## config.mk

```make
export PLATFORM = sky130hd
export DESIGN_NAME = datapath_run_ctrl
export DESIGN_NICKNAME = d
export VERILOG_FILES = /design/src/rtl/datapath_run_ctrl.sv
export SDC_FILE = /design/constraint.sdc
export NUM_CORES = 1
export LEC_CHECK = 0
export BUFFER_PORTS_ARGS = -buffer_cell sky130_fd_sc_hd__buf_4
export CAP_MARGIN = 20
export CORE_UTILIZATION = 25
export DETAILED_ROUTE_END_ITERATION = 10
export MAX_ROUTING_LAYER = met4
export SYNTH_ARGS = -nofsm -noshare
export SYNTH_HDL_FRONTEND = slang
export SYNTH_SLANG_ARGS = --single-unit
```

## constraint.sdc

```tcl
create_clock -name CLK -period 4.4 [get_ports CLK]
set_clock_uncertainty 0.1 [all_clocks]
set_input_delay 0.44 -clock CLK [delete_from_list [all_inputs] [get_ports CLK]]
set_output_delay 0.44 -clock CLK [all_outputs]
set_load 0.05 [all_outputs]
```

## src/rtl/datapath_run_ctrl.sv

```systemverilog
// datapath_run_ctrl: clock-enable run control (halt/run/step/breakpoint/fault) with divider and perf counters
module datapath_run_ctrl #(
  parameter int WIDTH  = 16,
  parameter int DIV_W  = 8,
  parameter int NUM_BP = 2,
  parameter int CNT_W  = 32
) (
  input  logic                    CLK,
  input  logic                    Reset,
  input  logic [1:0]              Mode,
  input  logic                    StepReq,
  input  logic [DIV_W-1:0]        DivSel,
  input  logic [NUM_BP*WIDTH-1:0] BpAddr,
  input  logic [NUM_BP-1:0]       BpEn,
  input  logic [WIDTH-1:0]        PC,
  input  logic                    PCWriteOut,
  input  logic                    MemOutOfBounds,
  output logic                    CE,
  output logic                    Halted,
  output logic [2:0]              HaltCause,
  output logic [CNT_W-1:0]        CycleCount,
  output logic [CNT_W-1:0]        InstrCount
);
  typedef enum logic [1:0] {S_HALT, S_RUN, S_STEP, S_FAULT} state_t;
  state_t state, state_n;
  logic [2:0] cause_n;
  logic [DIV_W-1:0] div_cnt, div_lim;
  logic boundary, bp_hit, bp_kill, active, wrap, retire, fault, enter;
  always_comb begin
    bp_hit = 1'b0;
    for (int i = 0; i < NUM_BP; i++)
      if (BpEn[i] && PC == BpAddr[i*WIDTH +: WIDTH]) bp_hit = 1'b1;
  end
  assign active  = state == S_RUN || state == S_STEP;
  assign wrap    = div_cnt == div_lim;
  assign bp_kill = state == S_RUN && Mode == 2'b11 && boundary && bp_hit;
  assign CE      = active && wrap && !bp_kill;
  assign retire  = CE && PCWriteOut;
  assign fault   = CE && MemOutOfBounds;
  assign enter   = state == S_HALT && state_n != S_HALT;
  assign Halted  = state == S_HALT || state == S_FAULT;
  always_comb begin
    state_n = state;
    cause_n = HaltCause;
    case (state)
      S_HALT:
        if (Mode[0]) begin
          state_n = S_RUN;
          cause_n = 3'b000;
        end else if (Mode == 2'b10 && StepReq) begin
          state_n = S_STEP;
          cause_n = 3'b000;
        end
      S_RUN:
        if (fault) begin
          state_n = S_FAULT;
          cause_n = 3'b100;
        end else if (bp_kill) begin
          state_n = S_HALT;
          cause_n = 3'b010;
        end else if (!Mode[0]) begin
          state_n = S_HALT;
          cause_n = 3'b001;
        end
      S_STEP:
        if (fault) begin
          state_n = S_FAULT;
          cause_n = 3'b100;
        end else if (retire) begin
          state_n = S_HALT;
          cause_n = 3'b011;
        end else if (Mode == 2'b00) begin
          state_n = S_HALT;
          cause_n = 3'b001;
        end
      default:
        state_n = Mode == 2'b00 ? S_HALT : S_FAULT;
    endcase
  end
  always_ff @(posedge CLK or negedge Reset) begin
    if (!Reset) begin
      state      <= S_HALT;
      HaltCause  <= 3'b000;
      div_cnt    <= '0;
      div_lim    <= '0;
      boundary   <= 1'b0;
      CycleCount <= '0;
      InstrCount <= '0;
    end else begin
      state     <= state_n;
      HaltCause <= cause_n;
      if (enter || (active && wrap)) begin
        div_cnt <= '0;
        div_lim <= DivSel;
      end else if (active) begin
        div_cnt <= div_cnt + DIV_W'(1);
      end
      // clearing on resume lets a halted breakpoint instruction execute
      boundary   <= enter ? 1'b0 : retire ? 1'b1 : CE ? 1'b0 : boundary;
      CycleCount <= CycleCount + CNT_W'(CE);
      InstrCount <= InstrCount + CNT_W'(retire);
    end
  end
endmodule

```

# == After elaboration in Yosys (flattened, before gate mapping) ==
# Index checks and enable logic that the tools add are counted.
# totals
regBits,86
word_cells,69
# classes
addsub,3
eq_ne,11
mux,26
n_reduce_logical,22
# ops
cell,n
adder 32 x 1 -> 32 bit,2
== test 16 bit,2
two-way mux 3 bit,8
two-way mux 2 bit,9
two-way mux 8 bit,2
logical AND 1 bit,11
one-hot mux 3 bit (3 select lines),1
adder 8 x 1 -> 8 bit (second input constant),1
== test 2 bit (second input constant),4
== test 8 bit,1
one-hot mux 2 bit (3 select lines),1
nonzero test 3 bit,2
two-way mux 1 bit,5
zero test 2 bit,2
!= test 4 x 3 -> 1 bit (second input constant),1
!= test 4 bit (second input constant),1
AND reduction 4 bit,1
nonzero test 2 bit,2
logical OR 1 bit,3
!= test 3 x 2 -> 1 bit (second input constant),1
== test 2 x 1 -> 1 bit (second input constant),1
zero test 1 bit,1

# == Logic depth before layout (Yosys ltp) ==
# Gate-level depths: netlist of run 1.
# depth
depth_word,15
depth_mapped,18

# == Least setup slack after synthesis of run 1 ==
# Ideal clock, no wire load.
# synth_path
path_type,reg2reg
from,register state[0]
to,register CycleCount[30]
setup_time_ns,0.141
t_arrival_ns,4.103
required_ns,4.159
setup_slack_ns,0.056
path_stages_with_launch,18
path_buffers,2
synth_period_minus_slack_ns,4.344
cell_sequence,dfrtp_1 -> inv_1 -> ha_1 -> buf_2 -> nand2_1 -> or3_4 -> nor2_1 -> ha_1 -> ha_1 -> and3_1 -> nand3_1 -> nor2_1 -> and4_1 -> clkbuf_1 -> nand3_1 -> nor2_1 -> nand4_1 -> xnor2_1
# synth_between
elab_chain_len,7
elab_cells_between_ends,10
cone_classes,add/sub (1); eq/ne (2); reduce/logical (7)
# synth_lines
element,line,rtl
"start, declared",25,"state_t state, state_n;"
"start signal, assigned",90,state <= state_n;
== test 2 x 1 -> 1 bit,"34, 36",
logical AND 1 bit (3 in a row),36,assign bp_kill = state == S_RUN && Mode == 2'b11 && boundary && bp_hit;
zero test 1 bit,37,assign CE = active && wrap && !bp_kill;
logical AND 1 bit *,37,
named net CE,18,"output logic CE,"
adder 32 x 1 -> 32 bit *,100,CycleCount <= CycleCount + CNT_W'(CE);
"end signal, assigned",100,
"end, declared",21,"output logic [CNT_W-1:0] CycleCount,"
# Mark *: on every way through the listed nets, which the timed path passes. The rest lies on a longest branch.
# A chain may end at the register's enable or synchronous reset.

# == Worst setup path in the final report of run 1 ==
# layout_path
from,register state[0]
to,register CycleCount[30]
# layout_between
elab_chain_len,7
elab_cells_between_ends,10
cone_classes,add/sub (1); eq/ne (2); reduce/logical (7)
# layout_lines
element,line
== test 2 x 1 -> 1 bit,"34, 36"
logical AND 1 bit (3 in a row),36
zero test 1 bit,37
logical AND 1 bit *,37
adder 32 x 1 -> 32 bit *,100
# Every way passes the cells marked *; elsewhere a longest branch is shown, timed or not.

==> results of run 1 <==
-- worst min path at each step --
stage	start	to	slack, ps	cells past startpoint
finish	Reset	InstrCount[21]$_DFF_PN0_	1	1
global route	Reset	InstrCount[3]$_DFF_PN0_	50	1
CTS	Reset	InstrCount[19]$_DFF_PN0_	20	1
detailed placement	CycleCount[31]$_DFF_PN0_	CycleCount[31]$_DFF_PN0_	370	1
global placement	InstrCount[31]$_DFF_PN0_	InstrCount[31]$_DFF_PN0_	360	1
floorplan	Reset	CycleCount[0]$_DFF_PN0_	40	0
-- metal layers --
metal	GRT usage	share of wire	wire length (um)	vias up
met5	-	0	0	-
met4	0.05556	0.023	227	0
met3	0.02646	0.037	376	16
met2	0.1998	0.50	5065	74
met1	0.1423	0.44	4395	1615
li1	-	-	-	1636
-- power by group --
group	switching [mW]	total (mW)	leakage, nW	internal, mW
logic	0.348	0.651	1.52	0.303
registers	0.0793	0.950	1.17	0.871
clock network	0.319	0.878	0.172	0.559
-- cell usage after synthesis, types with 2 or more instances --
library cell               instances  area share
sky130_fd_sc_hd__mux2_2            8       0.021
sky130_fd_sc_hd__nor3_1            8      0.0092
sky130_fd_sc_hd__mux2i_1           2      0.0046
sky130_fd_sc_hd__xnor2_1          80        0.16
sky130_fd_sc_hd__dfrtp_1          86        0.49
sky130_fd_sc_hd__clkbuf_1          2      0.0017
sky130_fd_sc_hd__o21a_1            2      0.0034
sky130_fd_sc_hd__a31oi_1           3      0.0043
sky130_fd_sc_hd__xor2_1           27       0.054
sky130_fd_sc_hd__a21oi_1           6      0.0069
sky130_fd_sc_hd__and3_1           11       0.016
sky130_fd_sc_hd__nor2_1           26       0.022
sky130_fd_sc_hd__o21ai_0           3      0.0034
sky130_fd_sc_hd__inv_1             8      0.0069
sky130_fd_sc_hd__mux2_4            2      0.0069
sky130_fd_sc_hd__nand2_1          34       0.029
sky130_fd_sc_hd__nor4_1            2      0.0029
sky130_fd_sc_hd__and4_1            7       0.014
sky130_fd_sc_hd__ha_1              9       0.026
sky130_fd_sc_hd__nand4_1          21       0.030
sky130_fd_sc_hd__nand3_1          24       0.028
-- sequential cells by signal, summed over array words and instances (netlist names) --
register,flops
CycleCount,32
HaltCause,3
InstrCount,32
boundary,1
div_cnt,8
div_lim,8
state,2
-- cell usage in the layout, fill, tap and decap left out, drive strengths merged, types with 3 or more instances in the layout --
cell type,netlist,layout
and3,13,13
and4,7,7
o21ai,4,4
xnor2,80,80
nand2,35,35
clkbuf,2,9
nand4,21,21
nor3,8,8
buf,2,136
nor2,27,27
xor2,27,27
dfrtp,86,86
a21oi,7,7
mux2,10,10
nand3,25,25
a31oi,3,3
ha,9,9
bufinv,0,3
inv,8,10
-- final cells by class --
type	instances	area, sq um
fillers	1757	10850
flip-flops and latches	86	2152
multi-input cells	295	2150
repair buffers	136	1021
well taps	220	275.3
clock buffers	9	225.2
clock inverters	7	120.1
inverters	8	30.03
-- critical path, delay by kind of cell, from the launching register on --
| family | cells | cell delay (ps) |
|---|---|---|
| adders and majority gates | 3 | 860 |
| buffers and inverters | 1 | 100 |
| xor gates and xnor gates | 1 | 140 |
| and+or+nand+nor | 10 | 2060 |
| DFF | 1 | 480 |
-- logic make-up after synthesis --
logic type               after synthesis
buffers and inverters                 12
AO/OA/AOI/OAI                         24
adder cells (fa/ha/maj)                9
AND/OR/NAND/NOR                      143
XOR/XNOR                             107
multiplexers                          12
flip-flops                            86
-- stage by stage --
stage	cell area, sq um	worst slack (ps)	std cells	total power [mW]	hold WS, ps
after floorplan	4355	55.54	393	1.444	44.41
after global placement	5628	588.0	745	1.610	358.7
after detailed placement	5628	442.2	745	1.627	372.6
after CTS	5973	430.2	761	2.526	22.60
after global routing	5973	24.89	761	2.618	48.27
final	5973	513.1	761	2.480	1.042
==> run summary, run 1 <==
The flow ran to the end, and the final reports show no timing, DRC or antenna violations. Detailed placement ended at an HPWL of 7962 um. The synthesized-area fraction occupied by ao, oa, aoi and oai cells is 0.05027, and the die outline area is 17950 sq um. The final routed wirelength across all metal layers was 10060 um; the adder-cell share of the synthesized area was 0.02585.

The number of remaining DRC errors was 0; the first-pass GRT wire length was 16770 um. Following the worst setup path forward leads to its endpoint at CycleCount[30]$_DFF_PN0_. The utilization of the core after routing is 0.3552. The analysis attributes to cell leakage a power of 2.856 nW. Arrival time at the worst endpoint: 4010 ps. The startpoint of the worst setup timing path is state[0]$_DFF_PN0_. The longest individual stage delay on the worst path was 480 ps. The detail route stage leaves a number of antenna-violating nets equal to 0. The initial DRC count was 130. Walking the worst path, the cells encountered are inv_1, ha_1, nand2_1, or3_4, nor2_1, ha_1, ha_1, and3_1, nand3_1, nor2_1, and4_1, nand3_1, nor2_1, nand4_1, xnor2_1.

The post-layout minimum cycle time came out at 3887 ps. Routability-driven placement finished with a final weighted congestion of 0.7955. The worst hold path belongs to the class in -> async. The final count of pins violating max slew came out at 0. The worst slew margin relative to its limit was 0.6029; the post-synthesis register bit count was 86.

When the netlist entered floorplanning its net count stood at 467. Fraction of the yosys area taken by sequential cells: 0.4941. TritonCTS built the clock tree.

Setup violations remaining at the end of the flow were counted as 0. The number of buffers inserted by hold repair at cts came out at 0. The number of clock buffers added by TritonCTS is 9. The post-route clock period utilization came out at 0.8834.

Each instance of the synthesized netlist takes up on average 11.08 sq um. Worst-case clock buffer depth: 2. Simple-gate share of the synthesized area: 0.1701. After global routing the overflow that remains totals 0. Dividing the detail-routed wire length by the instance count gives 13.22 um. The share of cell area taken by muxes after synthesis is 0.03217, and the maximum clock frequency is 257.3 MHz. After synthesis, the largest family of logic cells by area is XOR/XNOR gates. During I/O placement, the number of pins put on the boundary was 134.

The logs give 0.1218 for the overall fraction of global-route tracks in use and 4530 ps for the critical path data required time. The Yosys step of the flow raised 0 warnings. For the count of maximum capacitance violations, the log shows 0. At the pin with the least slew margin, the transition time is 595.6 ps.

Dividing total power by cell area gives a power density of 415.2 nW/um^2. For the number of nets in the layout, the log shows 610. The endpoint identified for the worst register-to-register timing path is CycleCount[30]$_DFF_PN0_. The tools report the total number of vias as 3341. The setup path with the least slack is of type reg -> reg.

Maximum number of pins on one net before global-route repair: 47. Clock-pin slew was measured on the worst setup and hold paths at 70 ps. The post-synthesis to final-layout area growth was 37.14%. CTS built an H-tree with a depth of 3. The initial antenna violation count was 0. The cell type of the slowest stage on the worst timing path is sky130_fd_sc_hd__dfrtp_1. The xor/xnor cell area share of the yosys netlist came out at 0.2152. The unique cell type count in the Yosys netlist came out at 43.

In this run the worst path has a maximum fanout of 8. In this run the post-CTS setup repair buffer count came out at 0. For the final hold violation count, the log shows 0. The detailed-route vias per instance was 4.390; the fraction of layout cells with a size suffix above 1 was 0.3272. The initial core utilization was 0.2590. The worst register-to-register path begins at state[0]$_DFF_PN0_. The number of synthesized flops with an enable pin came out at 0. The via count of the first global-routing pass was 3400; the number of cell instances on the worst register-to-register path was 15. The async set-reset flop share out of synthesis is 1.000, and the y dimension of the die is 134.0 um. 0 antenna diodes ended up in the layout.

The first TritonRoute pass finished after 4 iterations. The count of buffers added on input and output ports is 133. After floorplanning, the core was divided into 47 placement rows.

For the gate count after technology mapping, the log shows 393. The tree built by TritonCTS fans out to 86 sinks. Endpoint type of the worst setup path: a flop. Setup repair after global routing left no endpoint under its margin. After routing, the total negative slack on setup checks comes to 0 ps. The worst-case IR drop observed on VDD is 0.2021 mV.

The mapped netlist covers 4355 sq um. The later pin in the worst-skew pair is clocked with a latency of 340 ps. The worst setup path is launched from a flop. The most used flip-flop cell after synthesis was sky130_fd_sc_hd__dfrtp_1. The minimum setup slack among reg-to-reg paths was 510 ps; the die extent in x was 134.0 um.

CTS placed an instance of sky130_fd_sc_hd__clkbuf_16 at the clock tree root. The core box area came out at 16820 sq um. The number of gates resized after CTS was 0.
Note: power is estimated with default switching activity, not from simulation.
==> run 2, diff against run 1 <==
CORE_UTILIZATION = 52   (was 25)
PLACE_DENSITY = 0.81   (was default)
==> run 2 against run 1 <==
Net effect:
- die area down 51%
- cell count is 15% lower
- sequential cell count unchanged
- via count up 0.63%
- total power is 12% lower
- critical endpoint unchanged
==> run summary, run 2 (synthesis results as in run 1) <==
For the last weighted congestion value of the routability-driven placer, the log shows 0.9640 (was 0.7955). The y dimension of the die was 93.52 um (was 134.0 um). The placed instance area was 5469 sq um (was 5628 sq um); the peak supply drop was 0.2585 mV (was 0.2021 mV). Count of TritonRoute iterations in the first routing pass: 4 (unchanged). The global routing usage on met1 was 0.2841 (was 0.1423); the arrival time at the worst endpoint was 4040 ps (was 4010 ps). The detailed-route vias per instance is 5.204 (was 4.390), and the maximum clock frequency is 256.2 MHz (was 257.3 MHz). Number of buffers inserted during clock tree synthesis: 9 (unchanged). Kind of start point of the critical path: a flop (unchanged). The peak-usage layer in the global routing report was met2 (unchanged). Core box area: 8175 sq um (was 16820 sq um).

The logs give 8746 sq um (was 17950 sq um) for the die outline area and 0 (unchanged) for the number of buffers inserted by hold repair at cts. Post-synthesis to final-layout area growth: 31.05% (was 37.14%). The post-CTS clock slew at the launch and capture registers of the worst setup and hold paths is 100 ps (was 70 ps).

The initial core utilization was 0.5328 (was 0.2590); the number of nets in the layout was 610 (unchanged). TritonCTS built the clock tree. The final setup TNS came out at 0 ps (unchanged).

Largest registers ranked by flip-flop count: CycleCount x32, InstrCount x32 (unchanged). For the global-route congestion overflow total, the log shows 0 (unchanged). The number of failing setup endpoints in the final timing report was 0 (unchanged).

The worst min-delay path category was in -> reg (was in -> async). The count of nets left with antenna violations after detail routing was 0 (unchanged); the half-perimeter wire length after placement was 7111 um (was 7962 um). The die extent in x is 93.52 um (was 134.0 um). The startpoint-to-endpoint class of the critical path was reg -> reg (unchanged).

The run gives 0 (unchanged) as the final count of pins violating max slew. The via count of the first global-routing pass is 3296 (was 3400), and the routing usage on met3 is 0.03821 (was 0.02646). The number of inserted diodes was 0 (unchanged); the worst-case clock buffer depth was 2 (unchanged). The sink count of the clock tree is 86 (unchanged), and the final routed wirelength across all metal layers is 9322 um (was 10060 um). The first-pass GRT wire length was 15260 um (was 16770 um). The tools report the leakage power figure as 2.797 nW (was 2.856 nW). The overall fraction of global-route tracks in use is 0.2290 (was 0.1218), and the power per cell area is 381.7 nW/um^2 (was 415.2 nW/um^2). The met2 usage is 0.3854 (was 0.1998), and the count of maximum capacitance violations is 0 (unchanged).

For the number of placed I/O pins, the log shows 134 (unchanged). The clock tree root buffer cell was sky130_fd_sc_hd__clkbuf_8 (was sky130_fd_sc_hd__clkbuf_16). Setup repair after global routing left no endpoint under its margin. The worst slew margin relative to its limit came out at 0.5771 (was 0.6029).

The run gives 3362 (was 3341) as the total number of vias. The run finished with clean final reports. The later-pin clock latency in the skew report was 340 ps (about the same); the post-route clock period utilization was 0.8872 (was 0.8834). The tools report the initial DRC count as 174 (was 130). The number of remaining DRC errors came out at 0 (unchanged). Final hold violation count: 0 (unchanged). Buffer count from post-CTS setup fixing: 0 (unchanged). The worst-margin pin slew works out to 629.5 ps (was 595.6 ps). The most frequent standard cell in the layout excluding fill and tap cells was sky130_fd_sc_hd__buf_4 (unchanged). For the final instance area, the log shows 5708 sq um (was 5973 sq um). Endpoint type of the worst setup path: a flop (unchanged).

The count of input and output buffers was 133 (unchanged). Most frequent cells in the layout: 134 x sky130_fd_sc_hd__buf_4, 86 x sky130_fd_sc_hd__dfrtp_1, 80 x sky130_fd_sc_hd__xnor2_1 (was 136 x sky130_fd_sc_hd__buf_4, 86 x sky130_fd_sc_hd__dfrtp_1, 80 x sky130_fd_sc_hd__xnor2_1). The initial antenna violation count was 0 (unchanged); the fraction of layout cells with a size suffix above 1 was 0.3253 (was 0.3272). Post-layout minimum cycle time: 3903 ps (was 3887 ps). The run gives 33 (was 47) as the number of cell rows.

The tools report the total of cells resized after clock tree synthesis as 0 (unchanged). The logs give 4540 ps (was 4530 ps) for the critical path data required time and 3 (unchanged) for the number of H-tree levels. The tools report the maximum number of pins on one net before global-route repair as 87 (was 47). The biggest fanout along the worst timing path was 8 (unchanged). The routed wirelength normalized by instance count was 14.43 um (was 13.22 um).
## run 2: changes by cell type in the layout (fill, tap and decap cells not counted), moves of 2 or more
cell                        previous run  this run
sky130_fd_sc_hd__buf_4               136       134
sky130_fd_sc_hd__bufinv_16             3         1
sky130_fd_sc_hd__clkbuf_16             9         0
sky130_fd_sc_hd__clkbuf_8              0         9
sky130_fd_sc_hd__inv_6                 1         3
## run 2: final cells by class
cell class | instances | area (sq um)
clock buffer | 9 | 123.9
clock inverter | 7 | 77.57
fill | 665 | 2467
inverter | 8 | 30.03
multi-input combinational | 295 | 2150
sequential | 86 | 2152
tap | 105 | 131.4
timing repair buffer | 136 | 1044
## run 2: critical path: stages, from the launching register on
cell,delay (ps)
sky130_fd_sc_hd__dfrtp_1,490
sky130_fd_sc_hd__inv_1,100
sky130_fd_sc_hd__ha_1,450
sky130_fd_sc_hd__nand2_1,110
sky130_fd_sc_hd__or3_4,380
sky130_fd_sc_hd__nor2_1,230
sky130_fd_sc_hd__ha_1,230
sky130_fd_sc_hd__ha_1,190
sky130_fd_sc_hd__and3_1,200
sky130_fd_sc_hd__nand3_1,120
sky130_fd_sc_hd__nor2_1,130
sky130_fd_sc_hd__and4_1,340
sky130_fd_sc_hd__nand3_1,200
sky130_fd_sc_hd__nor2_1,230
sky130_fd_sc_hd__nand4_1,150
sky130_fd_sc_hd__xnor2_1,150
## run 2: per-layer routing
| layer | vias up | wire length [um] |
|---|---|---|
| li1 | 1636 | - |
| met1 | 1643 | 4096 |
| met2 | 68 | 4789 |
| met3 | 15 | 304 |
| met4 | 0 | 131 |
| met5 | - | 0 |
## run 2: worst paths after layout
path	from	endpoint	slack (ps)	cells past startpoint
hold / removal	DivSel[1]	div_lim[1]$_DFFE_PN0P_	220	2
min in group asynchronous	Reset	CycleCount[29]$_DFF_PN0_	370	2
setup / recovery	state[0]$_DFF_PN0_	CycleCount[30]$_DFF_PN0_	500	15
max in group asynchronous	Reset	div_lim[6]$_DFFE_PN0P_	3220	3
hold reg to reg	InstrCount[31]$_DFF_PN0_	InstrCount[31]$_DFF_PN0_	380	1
setup reg to reg	state[0]$_DFF_PN0_	CycleCount[30]$_DFF_PN0_	500	15
## run 2: where the power goes
part	switching, mW	internal (mW)	leakage [nW]
sequential	0.0765	0.870	1.17
combinational	0.356	0.306	1.52
clock	0.299	0.271	0.106
total	0.732	1.45	2.80
## run 2: metrics by stage
step | power, mW | std cells | setup WS (ps) | hold slack [ps] | utilization
final | 2.179 | 646 | 496.5 | 222.2 | 0.6982
after global routing | 2.299 | 646 | 58.76 | 202.7 | 0.6982
after CTS | 2.197 | 644 | 502.8 | 205.4 | 0.6936
after detailed placement | 1.623 | 628 | 496.3 | 358.6 | 0.6690
after global placement | 1.597 | 628 | 713.0 | 357.1 | 0.6690
after floorplan | 1.444 | 393 | 55.54 | 44.41 | -
